==> src/rtl/pixel_stream_sink.sv <==
`default_nettype none
// ============================================================================
// Module      : pixel_stream_sink
// Description : Tile-draw pixel stream sink. Buffers (x,y,colour) plot requests,
//               issues framebuffer writes at y*SCREEN_W+x, and counts finished
//               tiles. Optional clipping is enabled by PIXEL_SINK_CLIP_EN.
// Revision    : 1.0 - initial release
// ============================================================================
module pixel_stream_sink #(
    parameter int DEPTH    = 16,
    parameter int TILE_PIX = 400,
    parameter int SCREEN_W = 160,
    parameter int SCREEN_H = 120
) (
    input  logic        clock,
    input  logic        reset,
    input  logic        pix_valid,
    input  logic [7:0]  pix_x,
    input  logic [6:0]  pix_y,
    input  logic [2:0]  pix_colour,
    output logic        pix_ready,
    output logic        fb_we,
    output logic [14:0] fb_addr,
    output logic [2:0]  fb_data,
    input  logic        fb_ready,
    output logic [4:0]  fifo_level,
    output logic        tile_done,
    output logic [7:0]  drop_count
);

    localparam int c_PTR_W  = $clog2(DEPTH);
    localparam int c_TILE_W = $clog2(TILE_PIX);
    localparam int c_SUM_W  = c_TILE_W + 1;
    localparam logic [c_PTR_W-1:0] c_PTR_ONE = 1;

    logic [17:0]          r_mem [DEPTH];
    logic [c_PTR_W-1:0]   r_wr_ptr;
    logic [c_PTR_W-1:0]   r_rd_ptr;
    logic [4:0]           r_level;
    logic                 r_pix_ready;
    logic                 r_fb_we;
    logic [14:0]          r_fb_addr;
    logic [2:0]           r_fb_data;
    logic [c_TILE_W-1:0]  r_tile_cnt;
    logic                 r_tile_done;

    logic                 w_push;
    logic                 w_pop;
    logic                 w_clip;
    logic [17:0]          w_head;
    logic [7:0]           w_head_x;
    logic [6:0]           w_head_y;
    logic [2:0]           w_head_c;
    logic [14:0]          w_head_addr;
    logic [4:0]           w_level_next;
    logic [1:0]           w_retire_cnt;
    logic [c_SUM_W-1:0]   w_tile_sum;
    logic                 w_tile_wrap;
    logic [c_SUM_W-1:0]   w_tile_next;

    assign w_push      = pix_valid & r_pix_ready;
    assign w_pop       = (~r_fb_we | fb_ready) & (r_level != 5'd0);
    assign w_head      = r_mem[r_rd_ptr];
    assign w_head_x    = w_head[17:10];
    assign w_head_y    = w_head[9:3];
    assign w_head_c    = w_head[2:0];
    assign w_head_addr = 15'(w_head_y) * 15'(SCREEN_W) + 15'(w_head_x);

`ifdef PIXEL_SINK_CLIP_EN
    assign w_clip = (32'(w_head_x) >= SCREEN_W) || (32'(w_head_y) >= SCREEN_H);
`else
    assign w_clip = 1'b0;
`endif

    always_comb begin
        w_level_next = r_level;
        case ({w_push, w_pop})
            2'b10:   w_level_next = r_level + 5'd1;
            2'b01:   w_level_next = r_level - 5'd1;
            default: w_level_next = r_level;
        endcase
    end

    // A retire is an accepted write and/or a clipped pop; both can occur in one cycle.
    assign w_retire_cnt = {1'b0, r_fb_we & fb_ready} + {1'b0, w_pop & w_clip};
    assign w_tile_sum   = {1'b0, r_tile_cnt} + c_SUM_W'(w_retire_cnt);
    assign w_tile_wrap  = (w_tile_sum >= c_SUM_W'(TILE_PIX));
    assign w_tile_next  = w_tile_wrap ? (w_tile_sum - c_SUM_W'(TILE_PIX)) : w_tile_sum;

    always_ff @(posedge clock) begin
        if (w_push) begin
            r_mem[r_wr_ptr] <= {pix_x, pix_y, pix_colour};
        end
    end

    always_ff @(posedge clock or posedge reset) begin
        if (reset) begin
            r_wr_ptr    <= '0;
            r_rd_ptr    <= '0;
            r_level     <= 5'd0;
            r_pix_ready <= 1'b1;
            r_fb_we     <= 1'b0;
            r_fb_addr   <= 15'd0;
            r_fb_data   <= 3'd0;
            r_tile_cnt  <= '0;
            r_tile_done <= 1'b0;
        end else begin
            if (w_push) begin
                r_wr_ptr <= r_wr_ptr + c_PTR_ONE;
            end
            if (w_pop) begin
                r_rd_ptr <= r_rd_ptr + c_PTR_ONE;
            end
            r_level     <= w_level_next;
            r_pix_ready <= (w_level_next != 5'(DEPTH));
            if (w_pop) begin
                r_fb_we <= ~w_clip;
                if (!w_clip) begin
                    r_fb_addr <= w_head_addr;
                    r_fb_data <= w_head_c;
                end
            end else if (fb_ready) begin
                r_fb_we <= 1'b0;
            end
            r_tile_cnt  <= w_tile_next[c_TILE_W-1:0];
            r_tile_done <= w_tile_wrap;
        end
    end

`ifdef PIXEL_SINK_CLIP_EN
    logic [7:0] r_drop_count;

    always_ff @(posedge clock or posedge reset) begin
        if (reset) begin
            r_drop_count <= 8'd0;
        end else if (w_pop && w_clip && (r_drop_count != 8'hFF)) begin
            r_drop_count <= r_drop_count + 8'd1;
        end
    end

    assign drop_count = r_drop_count;
`else
    assign drop_count = 8'd0;
`endif

    assign pix_ready  = r_pix_ready;
    assign fb_we      = r_fb_we;
    assign fb_addr    = r_fb_addr;
    assign fb_data    = r_fb_data;
    assign fifo_level = r_level;
    assign tile_done  = r_tile_done;

endmodule
`default_nettype wire

==> config.mk <==
export PLATFORM = sky130hd
export DESIGN_NAME = pixel_stream_sink
export DESIGN_NICKNAME = d
export VERILOG_FILES = /design/src/rtl/pixel_stream_sink.sv
export SDC_FILE = /design/constraint.sdc
export NUM_CORES = 1
export LEC_CHECK = 0
export CELL_PAD_IN_SITES_DETAIL_PLACEMENT = 0
export CELL_PAD_IN_SITES_GLOBAL_PLACEMENT = 1
export CORE_MARGIN = 2
export CORE_UTILIZATION = 30
export DETAILED_ROUTE_END_ITERATION = 8
export PLACE_DENSITY_LB_ADDON = 0.05
export SLEW_MARGIN = 20
export SYNTH_ARGS = -nofsm -noshare
export SYNTH_HDL_FRONTEND = slang
export SYNTH_SLANG_ARGS = --single-unit
==> constraint.sdc <==
create_clock -name clock -period 4.5 [get_ports clock]
set_input_delay 0.9 -clock clock [delete_from_list [all_inputs] [get_ports clock]]
set_output_delay 0.9 -clock clock [all_outputs]
set_load 0.03 [all_outputs]
# Word-level counts from Yosys, hierarchy flattened
# Memory sizes are Yosys's and may differ from the RTL's.
# Cells that the tools add are included.
classes:
  addsub: 7
  n_lt_le_gt_ge: 1
  reduce_logical: 2
  n_eq_ne: 3
  bitwise: 5
  mul: 1
  muxes: 6
ops:
  columns: ["op", "n"]
  rows:
  - ["15-bit by 8-bit adder with 15-bit output", 1]
  - ["9-bit by 1-bit adder with 10-bit output", 1]
  - ["10-bit by 9-bit >= comparator with 1-bit output, second input constant", 1]
  - ["7-bit by 3-bit multiplier with 10-bit output, second input constant", 1]
  - ["5-bit one-hot mux with 2 select lines", 1]
  - ["9-bit 2-to-1 mux", 1]
  - ["9-bit subtractor, second input constant", 1]
  - ["4-bit by 1-bit adder with 4-bit output, second input constant", 2]
  - ["5-bit by 1-bit adder with 5-bit output, second input constant", 1]
  - ["5-bit inequality test, second input constant", 1]
  - ["5-bit nonzero test", 1]
  - ["5-bit by 1-bit subtractor with 5-bit output, second input constant", 1]
  - ["1-bit 2-to-1 mux", 4]
  - ["1-bit AND", 3]
  - ["2-bit by 1-bit == test with 1-bit output, second input constant", 1]
  - ["2-bit == test, second input constant", 1]
  - ["2-bit nonzero test", 1]
  - ["1-bit NOT", 1]
  - ["1-bit OR", 1]
totals:
  mem_count: 1
  inputBits: 22
  ram_bits: 288
  out_inout_bits: 34
  wordCells: 35
  reg_bits: 43
mem_list:
  columns: ["name", "words", "width", "read_ports", "rd_clocked_by_memory_dff", "wr", "line_no", "text"]
  rows:
  - ["r_mem", 16, 18, 1, 0, 1, "36", "logic [17:0] r_mem [DEPTH];"]

# Longest topological paths before layout
# Gate-level depths: netlist of run 1.
logic_depth:
  depth_word: 6
  mapped_depth: 13
  ltp_nobuf: 12

# Least setup slack after synthesis of run 1
# No wires, ideal clock.
synth_path:
  kind: "register -> register"
  start: "register r_rd_ptr[0]"
  end: "register r_fb_addr[13] (netlist: fb_addr[13])"
  path_stages_with_launch: 14
  period_less_slack_ps: 3996
  arrival_ps: 3854
  setup_time_ps: 142
  path_slack_ps: 504
  cell_sequence: "dfrtp_1 buf_6 buf_1 mux4_2 mux4_2 ha_1 ha_1 fa_1 a211oi_1 nor2_1 xor2_1 nand3b_1 xor2_1 o21ai_1"
synth_between:
  elab_chain_cells: 3
synth_lines:
  columns: ["item", "line_no", "text"]
  rows:
  - ["start, declared", "38", "logic [c_PTR_W-1:0] r_rd_ptr;"]
  - ["start signal, assigned", "112", "r_rd_ptr <= r_rd_ptr + c_PTR_ONE;"]
  - ["memory 16 x 18 bit (*)", null, null]
  - ["7-bit by 3-bit multiplier with 10-bit output", "67", "assign w_head_addr = 15'(w_head_y) * 15'(SCREEN_W) + 15'(w_head_x);"]
  - ["15-bit by 8-bit adder with 15-bit output (*)", "67", null]
  - ["end signal, assigned", "119", "r_fb_addr <= w_head_addr;"]
  - ["end, declared", "42", "logic [14:0] r_fb_addr;"]
# Mark *: on every way between the ends. The rest lies on a longest branch, timed or not.
# A chain may end at the register's enable or synchronous reset.

# Worst setup path after layout of run 1
# Ends and elaborated chain as after synthesis.

==> out/summary.md, run 1 <==
The run finished with clean final reports. Buffers inserted during clock tree synthesis total 39. The sum of negative setup slack is 0 ps, and the average cell area after synthesis is 19.67 um^2. The net count of the finished layout is 824.

The floorplan has 77 rows. Summing internal, switching and leakage power gives 0.01189 W. From synthesis to final layout, the design area changed by 20.67%. Across the routed clock network, the largest skew measured is 22.03 ps. The via count was 6554; the flop and latch count out of synthesis was 331. The die width is 215.1 um, and the number of buffers and inverters on the critical path is 0.

In this run the biggest area consumer among cell types represents 64.66% of the synthesized area. Entering global routing, the biggest net connects 44 pins. At the pin with the least slew margin, the transition time is 903.5 ps.

The primary flip-flop cell chosen by synthesis mapping was sky130_fd_sc_hd__edfxtp_1. The largest fanout on the critical path is 25, and the clock-pin slew on the worst setup and hold paths is 60 ps. The count of instances resized after the clock tree is built was 0; the initial antenna violation count was 0. Among all stages on the critical path, the largest delay is contributed by sky130_fd_sc_hd__dfrtp_4. At the worst endpoint, the required time is 4910 ps. The number of hold violations in the final report was 0; the post-route clock period utilization was 87.81%. The shortest clock period the worst path allows after layout came out at 3951 ps.

The starting DRC count in detailed routing came out at 373. The logs give 464.5 uV for the worst-case vdd ir drop and 0 for the final routed DRC violation total. Leaving out fill and tap cells, the most frequent cell in the layout is sky130_fd_sc_hd__edfxtp_1.

The congestion estimate from routability-driven global placement came to 0.7286. For this run, asynchronously set or reset flops after synthesis account for 12.99%. The largest single stage delay on the critical path is 750 ps. The logs give 2 for the H-tree level count and 0 for the buffer count from post-CTS setup fixing.

Buffers placed on the I/O ports in this run total 47. The run gives 0 as the global-route congestion overflow total. Setup repair after global routing left no endpoint under its margin. In this run the deepest clock path goes through 3 buffers.

The total iterations of the first detailed-routing run came out at 4. STA classifies the critical path startpoint as a flop. Detailed placement ended at an HPWL of 19.82 mm. CTS saw 331 sinks. The tools report the worst slew slack as a fraction of its limit as 39.77%. Cells with a size suffix above 1 make up 25.90% of the layout.

At the placement stage, the worst setup path has a slack of 509.7 ps. The tools report the critical path endpoint category as a flop. Once routing completed, OpenROAD measured the worst setup slack at 548.5 ps.

The setup path with the least slack is of type flop to flop. Grouping stages by cell kind, the critical path spends the most delay in multiplexers. The run gives 13370 um^2 as the post-synthesis instance area.

In this run, placement finished with an instance count of 1324. The die footprint is 46290 um^2, and the number of different library cells in the post-synthesis netlist is 43. For this run, the number of Yosys warnings is 0.

The total length of routed wires is 32.69 mm, and the total of max-cap violations is 0. After detailed routing, the number of vias per cell comes to 4.698. Based on the critical path, the design can be clocked at up to 253.1 MHz. The ratio of total power to cell area came out at 736.5 nW/um^2. The worst min-delay path class was flop to flop.

sky130_fd_sc_hd__edfxtp_1 takes more of the synthesized area than any other cell. The logs give 4360 ps for the arrival time reported for the critical path endpoint and 0 for the antenna diode count. The library cells used most frequently in the layout, excluding fill and tap cells, are sky130_fd_sc_hd__edfxtp_1 (288), sky130_fd_sc_hd__mux4_2 (90), sky130_fd_sc_hd__nand2_1 (53), sky130_fd_sc_hd__clkdlybuf4s50_1 (47). The first global-routing pass estimated 48.13 mm of wire. The total area inside the core boundary comes to 44120 um^2. Ranked by total cell area, the synthesized netlist is headed by sky130_fd_sc_hd__edfxtp_1 (65%), sky130_fd_sc_hd__mux4_2 (15%), sky130_fd_sc_hd__dfrtp_1 (7.9%). In this run the static leakage power is 5.397 nW. The per-cell routed wire length works out to 23.44 um. Global routing used 14.44% of the available tracks across all layers.

In this run the vertical extent of the chip is 215.1 um. The tools report the number of non-filler instances in the completed layout as 1395. The count of boundary I/O pins is 56. TritonCTS built the clock tree. The effective utilization at floorplan was 30.31%; the final count of negative-setup-slack endpoints was 0. At the later pin of the worst-skew pair, clock insertion delay measures 560 ps. The cell sitting at the root of the clock tree is a sky130_fd_sc_hd__clkbuf_16. After synthesis, flip-flops and latches occupy 72.72% of the total area.

The number of enable flip-flop cells after synthesis is 288, and the number of global-route vias before repair is 7114. The critical path goes through mux4_2 > mux4_2 > ha_1 > ha_1 > fa_1 > a211oi_1 > nor2_1 > xor2_1 > nand3b_1 > xor2_1 > o21ai_1. Number of pins exceeding their max-slew limit in the final report: 0. Hold repair after CTS inserted 0 buffers.

Final hold analysis gives a worst-case slack of 475.6 ps. Once detail routing completed, the nets flagged for antenna violations numbered 0. Synthesis handed over a netlist of 680 instances.
## power by group
group	internal, W	switching, W
Clock	0.00203	0.00123
Sequential	0.00382	0.000329
Combinational	0.00208	0.00240
## worst paths after layout
check,from,end,slack (ps),cells after the start
setup reg to reg,r_rd_ptr[0]$_DFFE_PP0P_,fb_addr[13]$_DFFE_PP0P_,550,11
setup / recovery,r_rd_ptr[0]$_DFFE_PP0P_,fb_addr[13]$_DFFE_PP0P_,550,11
max in group asynchronous,reset,r_rd_ptr[0]$_DFFE_PP0P_,3040,2
hold / removal,fb_addr[3]$_DFFE_PP0P_,fb_addr[3]$_DFFE_PP0P_,480,2
min in group asynchronous,reset,fb_addr[2]$_DFFE_PP0P_,840,2
hold reg to reg,fb_addr[3]$_DFFE_PP0P_,fb_addr[3]$_DFFE_PP0P_,480,2
## synth_stat cells (all sizes together), types with 6 or more instances
master and count:
xnor2 14, dfrtp 42, edfxtp 288, xor2 15
nand2 53, nand3 6, mux4 90, nor3 6
clkbuf 16, a21oi 7, nor2 21, ha 26
o21ai 19, buf 20, inv 14
## routing by layer
layer,track usage (%),vias up,part of all wire [%],wire length (um)
li1,-,2894,-,-
met1,19.67,3516,46,14920
met2,23.42,96,49,15980
met3,2.562,48,3.2,1041
met4,4.851,0,2.3,748
met5,0,-,0,0
## cell type report
class / count / area (um^2)
multi-input combinational: 306 / 3497
sequential: 331 / 9731
clock inverter: 27 / 324.1
inverter: 14 / 53.80
clock buffer: 44 / 1016
tap: 592 / 740.7
fill: 4119 / 27990
timing repair buffer: 81 / 775.7
## worst reg2reg max path: cells and delay by family (launching register included)
family	cells	cell delay, ps
XOR/XNOR	2	410
flip-flops	1	750
AND/OR/NAND/NOR	2	240
multiplexers	2	1120
AO/OA/AOI/OAI	2	360
adder cells (fa/ha/maj)	3	940
## flip-flops by register name (all words and copies together) (netlist names)
name / count
r_mem: 288
fb_addr: 15
r_tile_cnt: 9
fifo_level: 5
r_rd_ptr: 4
r_wr_ptr: 4
fb_data: 3
fb_we: 1
pix_ready: 1
tile_done: 1
## stage by stage
stage	area, um^2	utilization, %
finish	16140	36.57
CTS	16140	36.57
floorplan	13400	-
global placement	14800	33.53
detailed placement	14800	33.53
global route	16140	36.57
## kinds of logic after synthesis
group,after synthesis,synth area share [%]
buf+inv,50,1.731
mux,92,15.31
fa+ha+maj,29,2.881
simple gates,110,3.752
other cells,1,0.02804
flops,331,72.72
xor+xnor,29,1.955
compound gates,38,1.618
No activity file was read; power rests on OpenSTA's default activity.
==> run 2, diff against run 1 <==
CORE_ASPECT_RATIO = 0.9   (was not set)
==> out/summary.md, run 2 (synthesized netlist as in run 1, its figures left out) <==
Compared with the post-synthesis result, the final layout area differs by 20.10%. The run gives 3 as the maximum clock insertion buffer count. The run gives 44120 um^2 as the standard cell core area.

The run finished with clean final reports. In the routed design, unresolved DRC markers number 0. The endpoint of the lowest-slack register-to-register path was fb_addr[13]$_DFFE_PP0P_. The final count of negative-setup-slack endpoints was 0; the die span in y was 204.3 um. Routability-driven placement finished with a final weighted congestion of 0.7284. Along the worst hold path, the cell count comes to 2.

Cells with a size suffix above 1 make up 25.37% of the layout. The cell-internal power is 0.007744 W, and the starting DRC count in detailed routing is 517. The register with the most flip-flops in the layout has 288 of them.

Post-route clock period utilization: 86.53%. The logs give 14800 um^2 for the placed instance area and 39 for the number of buffers inserted during clock tree synthesis. For the number of fill cells, the log shows 4096. The worst reg2reg path startpoint is r_rd_ptr[0]$_DFFE_PP0P_. For this run, the post-layout net count is 825. The tools report the post-detailed-route count of antenna-violating nets as 0.

The total iterations of the first detailed-routing run was 5. The critical path endpoint category is a flop. For the setup slack of the critical path after layout, the log shows 606.3 ps.

The cell count of the worst reg-to-reg path works out to 12. The finished layout cell area came out at 16060 um^2. The critical path start-end classification was flop to flop. The tools report the proportion of power drawn by flip-flops and latches as 35.0%. The worst hold path terminates at fb_addr[0]$_DFFE_PP0P_.

Hold timing on the final database bottoms out at a slack of 476.0 ps. The number of gates resized after CTS was 0. In this run the register-to-register setup slack is 610 ps.

The count of boundary I/O pins was 56. For the total length of routed wires, the log shows 32.33 mm. For the insertion delay of the later-clocked pin in the worst-skew pair, the log shows 560 ps. Post-CTS timing repair inserted 0 buffers for setup. The number of hold violations in the final report was 0. Leaving out fill and tap cells, the most frequent cell in the layout is sky130_fd_sc_hd__edfxtp_1. Dividing the detail-routed wire length by the instance count gives 23.03 um. The logs give 6551 for the via count and 47 for the pin count of the biggest net entering global routing.

The count of input and output buffers was 47; the switching share of total power was 34.00%. In the global route stage, overall resource usage came out at 14.61%. In the final timing run, aggregate negative setup slack is 0 ps.

The die width is 226.6 um, and the effective utilization at floorplan is 30.32%. Critical hold path startpoint: fb_addr[0]$_DFFE_PP0P_. The run gives 7043 as the number of global-route vias before repair.

In this run, the combinational gates consume 38.7% of the power. The run gives 331 as the number of sinks driven by the clock tree. The shortest clock period the worst path allows after layout is 3894 ps, and the ratio of total power to cell area is 730.5 nW/um^2.

The tools report the antenna diode count as 0. The path class of the tightest hold or removal check is flop to flop. The fraction of the core area covered by cells at the end of the flow came out at 36.41%. r_mem holds more flip-flops than any other register. The post-detailed-route via-to-cell ratio is 4.666.

Setup repair after global routing left no endpoint under its margin. The global-route wire length before repair came out at 47.85 mm. For this design, the CTS-stage hold fixing added 0 buffers.

After clock tree synthesis, the clock-pin slew on the worst setup and hold paths is 60 ps. Once detailed placement completed, the half-perimeter wirelength came to 19.07 mm. Timing would allow up to 256.8 MHz. The top cell types in the final layout, fill and taps aside, are sky130_fd_sc_hd__edfxtp_1 (288), sky130_fd_sc_hd__mux4_2 (90), sky130_fd_sc_hd__nand2_1 (53), sky130_fd_sc_hd__clkdlybuf4s50_1 (47), sky130_fd_sc_hd__dfrtp_1 (40). The clock network fraction of design power is 26.3%, and the leakage power summed over all cells is 5.369 nW. For the required time reported for the critical path endpoint, the log shows 4920 ps. In this run the core area contains 73 standard-cell rows.

Along the worst path, the maximum fanout reaches 12. TritonCTS built the clock tree. Prior to clock tree synthesis, the placed netlist has a worst setup slack of 580.3 ps. The H-tree was split into 2 levels. Between clock sinks in the finished design, the worst skew comes to 28.54 ps. The tools report the clock root buffer master as sky130_fd_sc_hd__clkbuf_16. Headroom to the max-slew limit came out at 49.67%. At the pin with the least slew margin, the transition time is 754.2 ps.

The global-route congestion overflow total came out at 0. Data on the critical path arrives at its endpoint at 4320 ps. The initial antenna violation count is 1. The total of max-cap violations was 0; the number of pins exceeding their max-slew limit in the final report was 0.

The type of origin of the critical path is a flop. Summed over all nets, the switching power comes to 0.003990 W. The floorplan step defined a die boundary enclosing 46290 um^2. VDD sags by at most 317.7 uV.
run 2: through the flow:
| step | total power (W) | cells |
|---|---|---|
| 6_report | 0.01173 | 1404 |
| 5_1_grt | 0.01248 | 1404 |
| 4_1_cts | 0.01198 | 1404 |
| 3_5_place_dp | 0.008833 | 1333 |
| 3_3_place_gp | 0.008828 | 1333 |
| 2_1_floorplan | 0.007346 | 687 |
run 2: worst max-delay path, stage by stage (launching register included):
cell and delay (ps):
sky130_fd_sc_hd__dfrtp_4 600, sky130_fd_sc_hd__buf_4 230, sky130_fd_sc_hd__mux4_2 530, sky130_fd_sc_hd__mux4_2 530, sky130_fd_sc_hd__ha_1 300, sky130_fd_sc_hd__ha_1 230
sky130_fd_sc_hd__fa_1 410, sky130_fd_sc_hd__a211oi_1 250, sky130_fd_sc_hd__nor2_1 90, sky130_fd_sc_hd__xor2_1 250, sky130_fd_sc_hd__nand3b_1 120, sky130_fd_sc_hd__xor2_1 140
sky130_fd_sc_hd__o21ai_1 60
run 2: cell type report:
cell class	instances	area, um^2	area share, %
clock buffers	44	994.7	6.193
clock inverters	27	265.3	1.651
inverters	14	52.55	0.3272
multi-input cells	306	3497	21.77
flip-flops and latches	331	9731	60.58
well taps	600	750.7	4.674
repair buffers	82	770.7	4.799
run 2: routing by layer:
layer / vias up / share of wire [%] / wire length, um / track usage [%]
met1: 3478 / 46 / 14840 / 20.09
met5: - / 0.037 / 12 / 0
met2: 123 / 48 / 15490 / 23.30
li1: 2887 / - / - / -
met3: 61 / 3.4 / 1106 / 2.487
met4: 2 / 2.7 / 878 / 5.428
run 2: worst max path at each step:
stage	slack, ps	to	startpoint
after global routing	270	fb_addr[13]$_DFFE_PP0P_	r_rd_ptr[0]$_DFFE_PP0P_
after detailed placement	580	r_tile_cnt[7]$_DFF_PP0_	fb_ready
after CTS	560	fb_addr[13]$_DFFE_PP0P_	r_rd_ptr[0]$_DFFE_PP0P_
after global placement	570	fb_addr[14]$_DFFE_PP0P_	r_rd_ptr[0]$_DFFE_PP0P_
final	610	fb_addr[13]$_DFFE_PP0P_	r_rd_ptr[0]$_DFFE_PP0P_
after floorplan	500	fb_addr[13]$_DFFE_PP0P_	r_rd_ptr[0]$_DFFE_PP0P_
run 2: power by group through the flow:
| stage | registers [W] | logic [W] | clock network, W |
|---|---|---|---|
| CTS | 0.00411 | 0.00467 | 0.00319 |
| detailed placement | 0.00417 | 0.00466 | 0 |
| floorplan | 0.00424 | 0.00311 | 0 |
| global placement | 0.00416 | 0.00467 | 0 |
| global route | 0.00416 | 0.00503 | 0.00330 |
| finish | 0.00410 | 0.00454 | 0.00309 |
